<file path="config.mk">
export PLATFORM = sky130hd
export DESIGN_NAME = tpu_host_seq
export DESIGN_NICKNAME = d
export VERILOG_FILES = /design/src/rtl/tpu_host_seq_pkg.sv /design/src/rtl/tpu_host_seq.sv
export SDC_FILE = /design/constraint.sdc
export NUM_CORES = 1
export LEC_CHECK = 0
export CORE_AREA = 2 2 107 109
export DETAILED_ROUTE_END_ITERATION = 12
export DIE_AREA = 0 0 109 111
export GPL_TIMING_DRIVEN = 0
export SLEW_MARGIN = 20
export SYNTH_ARGS = -nofsm -noshare
export SYNTH_HDL_FRONTEND = slang
export SYNTH_SLANG_ARGS = --single-unit
</file>
<file path="constraint.sdc">
create_clock -name clk -period 1.9 [get_ports clk]
set_input_delay 0.285 -clock clk [delete_from_list [all_inputs] [get_ports clk]]
set_output_delay 0.285 -clock clk [all_outputs]
set_load 0.01 [all_outputs]
</file>
<file path="src/rtl/tpu_host_seq_pkg.sv">
// Shared constants and state encoding for the TPU host sequencer and its benches.
package tpu_host_seq_pkg;

  localparam int A_BASE     = 'h0100;
  localparam int B_BASE     = 'h0200;
  localparam int C_BASE     = 'h0300;
  localparam int START_ADDR = 'h0400;
  localparam int A_STRIDE   = 8;
  localparam int C_STRIDE   = 16;
  localparam int C_HI_OFS   = 8;

  typedef enum logic [2:0] {
    IDLE,
    LOAD_A,
    LOAD_B,
    CLR_C,
    START,
    WAIT,
    READ
  } state_t;

endpackage

</file>
<file path="src/rtl/tpu_host_seq.sv">
// Host-side job sequencer: streams A/B rows into the accelerator, clears C,
// kicks a run, waits for the array to drain, then streams C half-rows out.
module tpu_host_seq
  import tpu_host_seq_pkg::*;
#(
  parameter int BITS_AB = 8,
  parameter int BITS_C  = 16,
  parameter int DIM     = 8,
  parameter int ADDRW   = 16,
  parameter int DATAW   = 64
) (
  input  logic             clk,
  input  logic             rst,
  input  logic             in_valid,
  output logic             in_ready,
  input  logic [DATAW-1:0] in_data,
  output logic             out_valid,
  input  logic             out_ready,
  output logic [DATAW-1:0] out_data,
  output logic             busy,
  output logic             tpu_rw,
  output logic [ADDRW-1:0] tpu_addr,
  output logic [DATAW-1:0] tpu_wdata,
  input  logic [DATAW-1:0] tpu_rdata
);

  localparam int IW        = (DIM > 1) ? $clog2(DIM) : 1;
  localparam int CW        = $clog2(3 * DIM + 2);
  localparam int WAIT_LAST = 3 * DIM;

  state_t          state;
  logic [IW-1:0]   idx;
  logic            half;
  logic [CW-1:0]   cnt;

  logic             load_st;
  logic             accept;
  logic             out_fire;
  logic             last_row;
  logic [ADDRW-1:0] a_addr;
  logic [ADDRW-1:0] b_addr;
  logic [ADDRW-1:0] c_addr;

  assign load_st   = (state == IDLE) || (state == LOAD_A) || (state == LOAD_B);
  assign in_ready  = load_st;
  // A word arriving while reset is held must not reach the bus.
  assign accept    = in_valid & load_st & ~rst;
  assign out_valid = (state == READ);
  assign out_fire  = out_valid & out_ready;
  assign out_data  = DATAW'(tpu_rdata[4*BITS_C-1:0]);
  assign busy      = (state != IDLE);
  assign last_row  = (idx == IW'(DIM - 1));

  assign a_addr = ADDRW'(A_BASE) + ADDRW'(A_STRIDE) * ADDRW'(idx);
  assign b_addr = ADDRW'(B_BASE) + ADDRW'(A_STRIDE) * ADDRW'(idx);
  assign c_addr = ADDRW'(C_BASE) + ADDRW'(C_STRIDE) * ADDRW'(idx)
                + ADDRW'(C_HI_OFS) * ADDRW'(half);

  // Bus drive: IDLE shares the A path since idx is always 0 there.
  always_comb begin
    tpu_rw    = 1'b0;
    tpu_addr  = '0;
    tpu_wdata = '0;
    case (state)
      IDLE, LOAD_A: begin
        if (accept) begin
          tpu_rw    = 1'b1;
          tpu_addr  = a_addr;
          tpu_wdata = DATAW'(in_data[DIM*BITS_AB-1:0]);
        end
      end
      LOAD_B: begin
        if (accept) begin
          tpu_rw    = 1'b1;
          tpu_addr  = b_addr;
          tpu_wdata = DATAW'(in_data[DIM*BITS_AB-1:0]);
        end
      end
      CLR_C: begin
        tpu_rw   = 1'b1;
        tpu_addr = c_addr;
      end
      START: begin
        tpu_rw   = 1'b1;
        tpu_addr = ADDRW'(START_ADDR);
      end
      READ:    tpu_addr = c_addr;
      default: ;
    endcase
  end

  always_ff @(posedge clk or posedge rst) begin
    if (rst) begin
      state <= IDLE;
      idx   <= '0;
      half  <= 1'b0;
      cnt   <= '0;
    end else begin
      case (state)
        IDLE: begin
          if (accept) begin
            state <= LOAD_A;
            idx   <= IW'(1);
          end
        end
        LOAD_A: begin
          if (accept) begin
            if (last_row) begin
              state <= LOAD_B;
              idx   <= '0;
            end else begin
              idx <= idx + 1'b1;
            end
          end
        end
        LOAD_B: begin
          if (accept) begin
            if (last_row) begin
              state <= CLR_C;
              idx   <= '0;
              half  <= 1'b0;
            end else begin
              idx <= idx + 1'b1;
            end
          end
        end
        CLR_C: begin
          half <= ~half;
          if (half) begin
            if (last_row) begin
              state <= START;
              idx   <= '0;
            end else begin
              idx <= idx + 1'b1;
            end
          end
        end
        START: begin
          state <= WAIT;
          cnt   <= '0;
        end
        WAIT: begin
          if (cnt == CW'(WAIT_LAST)) begin
            state <= READ;
            cnt   <= '0;
          end else begin
            cnt <= cnt + 1'b1;
          end
        end
        READ: begin
          if (out_fire) begin
            half <= ~half;
            if (half) begin
              if (last_row) begin
                state <= IDLE;
                idx   <= '0;
              end else begin
                idx <= idx + 1'b1;
              end
            end
          end
        end
        default: state <= IDLE;
      endcase
    end
  end

endmodule

</file>
**Word-level counts from Yosys, hierarchy flattened**

Index checks and enable logic that the tools add are counted.

- $lt $le $gt $ge: 0
- Shift-type cells: 0
- Muxes and demuxes: 30
- Reduce and logical (&&, ||, !) cells: 15
- Bitwise operators: 5
- Equal/unequal tests: 20
- Add/sub/neg operators: 6
- $mul: 0
- Divide/modulo/power cells: 0

Operators with widths:

| operator | number |
|---|---|
| $mux 64 | 2 |
| $pmux 12 s4 | 1 |
| $mux 3 | 15 |
| $pmux 3 s7 | 1 |
| $ne 2x2->1 const B | 8 |
| $add 11x4->12 | 1 |
| $eq 3x3->1 const B | 4 |
| $pmux 3 s4 | 1 |
| $add 10x6->11 const A | 1 |
| $add 10x7->11 const A | 1 |
| $mux 11 | 1 |
| $reduce_and 11->1 | 1 |
| $add 9x6->10 const A | 1 |
| $mux 10 | 1 |
| $pmux 5 s2 | 1 |
| $ne 2x1->1 const B | 4 |
| $reduce_and 4->1 | 2 |
| $reduce_or 2->1 | 4 |
| $eq 3x2->1 const B | 2 |
| $reduce_bool 3->1 | 2 |
| $add 5x1->5 const B | 1 |
| $eq 5x5->1 const B | 1 |
| $mux 5 | 1 |
| $mux 1 | 4 |
| other kinds (11) | 15 |

- Word-level logic and storage cells: 80
- Bits of input ports: 132
- RAM bits: 0
- Bits in latches: 0
- Register bits: 12
- Memory bits (read-only): 0
- Memories kept: 0

**Longest topological paths before layout**

- Word-level depth: 7
- Gate-level depth with buffers: 6
- Depth with buffers taken out: 6

**Least setup slack after synthesis**

Ideal clock, no wire load.

- Path type: flip-flop to output port
- From: register state[0]
- To: output port tpu_wdata[34]
- Cell stages (with the launch flop): 6
- Setup slack: 0.344 ns
- Required time: 1.615 ns
- Data arrival time: 1.271 ns
- Cell sequence: dfrtp_1 > buf_6 > a21oi_2 > buf_2 > clkbuf_1 > and3_1

- Longest elaborated chain between the ends: 7
- Elaborated cells on any way between the ends: 10

RTL lines:

| element | line | source |
|---|---|---|
| from (decl) | tpu_host_seq.sv:31 | `state_t state;` |
| from (signal assigned) | tpu_host_seq.sv:94 | `state <= IDLE;` |
| from (signal assigned) | tpu_host_seq.sv:102 | `state <= LOAD_A;` |
| from (signal assigned) | tpu_host_seq.sv:109 | `state <= LOAD_B;` |
| $eq 3x1->1 or $logic_not 3->1 (tied branches) | tpu_host_seq.sv:44, tpu_host_seq.sv:64 |  |
| $logic_or 1x1->1 (2 in series) | tpu_host_seq.sv:44 | `assign load_st = (state == IDLE) \|\| (state == LOAD_A) \|\| (state == LOAD_B);` |
| $and 1x1->1 (2 in series) | tpu_host_seq.sv:47 | `assign accept = in_valid & load_st & ~rst;` |
| $mux 64 | tpu_host_seq.sv:66, tpu_host_seq.sv:73 |  |
| $mux 64 * | -- |  |
| to (decl) | tpu_host_seq.sv:23 | `output logic [DATAW-1:0] tpu_wdata,` |

Mark *: on every way between the ends. The rest lies on a longest branch, timed or not.

**Final worst setup path**

- From: register state[0]
- To: output port tpu_wdata[32]

Same word-level chain as after synthesis.

==> results.md <==
* Status: complete, but fails checks
* Failing checks: setup timing
* RSZ-0062 raised after global routing: true
* Largest family of logic cells by synthesized area: buffers and inverters
* Peak VDD IR at around 0.50 mV
* Layout Skew at ~0.0035 ns
* Period minus WS final at 1.98 ns
* CTS sink cnt at 12
* Die Y at ~110 um
* ANT nets after route at 0
* Req. time, crit path at approximately 1.6 ns
* Share of layout cells above drive strength 1 at 0.457
* CTS Buffer Depth at 2
* Worst-path fanout max at 6
* Fin. Hold Viols at 0
* Dpl ws at -0.828 ns
* Arr. time, crit path at 1.69 ns
* Die area at ~12000 um2
* Hold-fix buffers, CTS at 0
* Vias in the first global route at about 2400
* Mapped Area at roughly 1900 um2
* Type of element launching the critical path: flip-flop
* FILL cells at approximately 1100
* Multi-input logic area at around 1100 um2
* Max-slew violation count at 0
* CTS tree: built
* Die width at 109 um
* Tcrit/Tclk final at 1.04
* Critical path's most frequent cell: buf_6
* Distinct cell type count after synthesis at 41
* CP Cell Sequence: buf_6 > a21oi_4 > buf_6 > buf_6 > buf_8 > buf_6 > and3_4 > buf_6
* H-tree levels at 1
* Ys flop type: dfrtp_1
* Routed WL at 9200 um
* XOR/XNOR Fraction of Synth Area at 0.00455
* Maximum clock frequency at 0.505 GHz
* Setup TNS at -0.712 ns
* Cells after synthesis at 250
* Starting Density at 0.174
* CTS Buf Count at 3
* Drc violations at 0
* Largest net degree at the start of global routing at 13
* Post-synth EDFFs at 0
* Core area at 11100 um2
* First-pass GRT wire length at around 13000 um
* Sequential area share after synthesis at 0.156
* All-Layer GR Usage at 0.135
* Initial antenna violation count at 0
* WL/cell at approximately 15 um
* Ys async rst share at 1.00
* Clock Latency Late Sink at 0.24 ns
* Clk slew on worst S/H paths at around 0.04 ns
* Top-Level Pins at 280
* Grt total ovfl at 0
* Post-Synth Adder-Cell Area at 0.0260
* Utilization after layout at 0.412
* Cell Pwr Density at about 800 nW/um2
* Root buf cell: clkbuf_16
* Final setup fails at 24
* Max Cap Viol at 0
* Compound-Gate Fraction of Synth Area at 0.127
* DRT Pass-1 Iters at 4
* Layout Nets at between 600 and 700
* P_leak at 0.00231 uW
* Slowest stage delay, CP at between 0.3 and 0.4 ns
* Fin worst setup slack at -0.0787 ns
* Synth Register Bits at 12
* Register Area at just over 300 um2
* Hold WC Path Type: in2async
* Simple-gate share of the synthesized area at 0.314
* # diodes at 0
* Placer Congestion at a little under 0.9
* Routed vias at about 2600
* Worst Setup End Kind: output pin
* Syn avg cell area at 7.69 um2
* Mux share of post-synthesis cell area at 0.0228
* YS warnings at 0
* Num rows at 39
* Crit-path slowest cell: dfrtp_1
* Post-DP HPWL at 7310 um
* Syn-to-layout area delta at 137%
* DR vias/cell at roughly 4.2
* CP Class: reg2out
* Port Buffers at about 210
* Initial DRC Count at ~110
-- layout by cell type, fill, tap and decap left out, types with 2 or more instances in the layout --
cell type and count:
inv_1 4, clkdlybuf4s50_1 129, ha_1 4, o31ai_1 2
nor2_1 5, dlygate4sd2_1 7, clkdlybuf4s15_2 3, clkbuf_4 4
and3_4 26, buf_6 33, nand2b_1 3, nand3_1 2
clkbuf_16 3, o21ai_0 4, clkbuf_8 8, nor2b_1 2
buf_2 31, buf_4 91, nand2_1 11, a41oi_1 2
and3_1 39, and4b_1 2, conb_1 9, a22o_1 3
a21oi_1 8, dfrtp_1 11, clkbuf_2 10, a32oi_1 3
mux2_1 3
-- routing by layer --
layer	GRT usage	share of wire	wire (um)
met1	0.150	0.36	3360
met2	0.259	0.52	4820
met3	0.0323	0.11	967
met4	0.0205	0.0064	59
met5	0	0	0
-- cell type report --
| class | count | share of cell area |
|---|---|---|
| clock buffers | 3 | 0.0165 |
| flip-flops and latches | 12 | 0.0661 |
| repair buffers | 230 | 0.466 |
| multi-input cells | 148 | 0.250 |
| plain buffers | 90 | 0.158 |
| well taps | 143 | 0.0392 |
| inverters | 5 | 0.00494 |
-- per-stage QoR --
step	power [uW]	instance area, um2	instances	hold WS, ns
finish	3660	4560	631	0.271
global route	3920	4560	631	0.295
CTS	3630	4520	631	0.272
detailed placement	2770	4190	607	0.517
global placement	2730	4190	607	0.506
floorplan	1730	1950	258	0.158
-- power by group --
group / internal [uW] / switching [uW]
Combinational: 1570 / 1250
Sequential: 347 / 111
Clock: 274 / 112
-- registers in the layout, summed over array words and instances, names as in the netlist --
| name | flops |
|---|---|
| half | 1 |
| idx | 3 |
| cnt | 5 |
| state | 3 |
-- worst paths after layout --
kind	slack, ns	depth (start not counted)	from	end
setup / recovery	-0.08	8	state[0]	tpu_wdata[32]
hold / removal	0.27	3	rst	cnt[4]
setup reg to reg	0.18	5	state[2]	idx[1]
hold reg to reg	0.52	1	cnt[4]	cnt[4]
max in group asynchronous	1.45	3	rst	state[2]
min in group clk	0.52	1	cnt[4]	cnt[4]
-- Yosys cell counts, types with 2 or more instances --
master	number	area [um2]
buf_4	74	556
and3_1	65	407
dfrtp_1	12	300
clkbuf_1	11	41.3
nand2_1	11	41.3
a21oi_1	8	40.0
inv_1	5	18.8
nor2_1	5	18.8
ha_1	4	50.1
o21ai_0	4	20.0
a22o_1	3	26.3
a32oi_1	3	26.3
buf_2	3	15.0
clkbuf_2	3	15.0
mux2_1	3	33.8
nand2b_1	3	18.8
nor2b_1	3	18.8
a41oi_1	2	17.5
and2_1	2	12.5
and4b_1	2	20.0
buf_6	2	22.5
nand3_1	2	10.0
o31ai_1	2	15.0
-- critical path: cells and delay by family (launching register included) --
family          cells  cell delay [ns]
simple gates        1             0.17
flops               1             0.38
buf+inv             6             0.70
compound gates      1             0.20
-- logic make-up (layout without fill, tap and decap cells) --
| logic type | Yosys count | count (layout) |
|---|---|---|
| other | 1 | 9 |
| and+or+nand+nor | 99 | 99 |
| muxes | 4 | 4 |
| AOI/OAI and AO/OA | 31 | 31 |
| buffers and inverters | 98 | 328 |
| DFF | 12 | 12 |
| adders and majority gates | 4 | 4 |
| xor gates and xnor gates | 1 | 1 |
-- what timing repair did --
item                                    4_1_cts  5_1_grt
pin swaps                                    12        5
gates cloned                                  4        0
setup buffers                                17        3
endpoints found under the setup margin       75       54
gates resized for setup                     339       41
(Power assumes the default switching activity.)
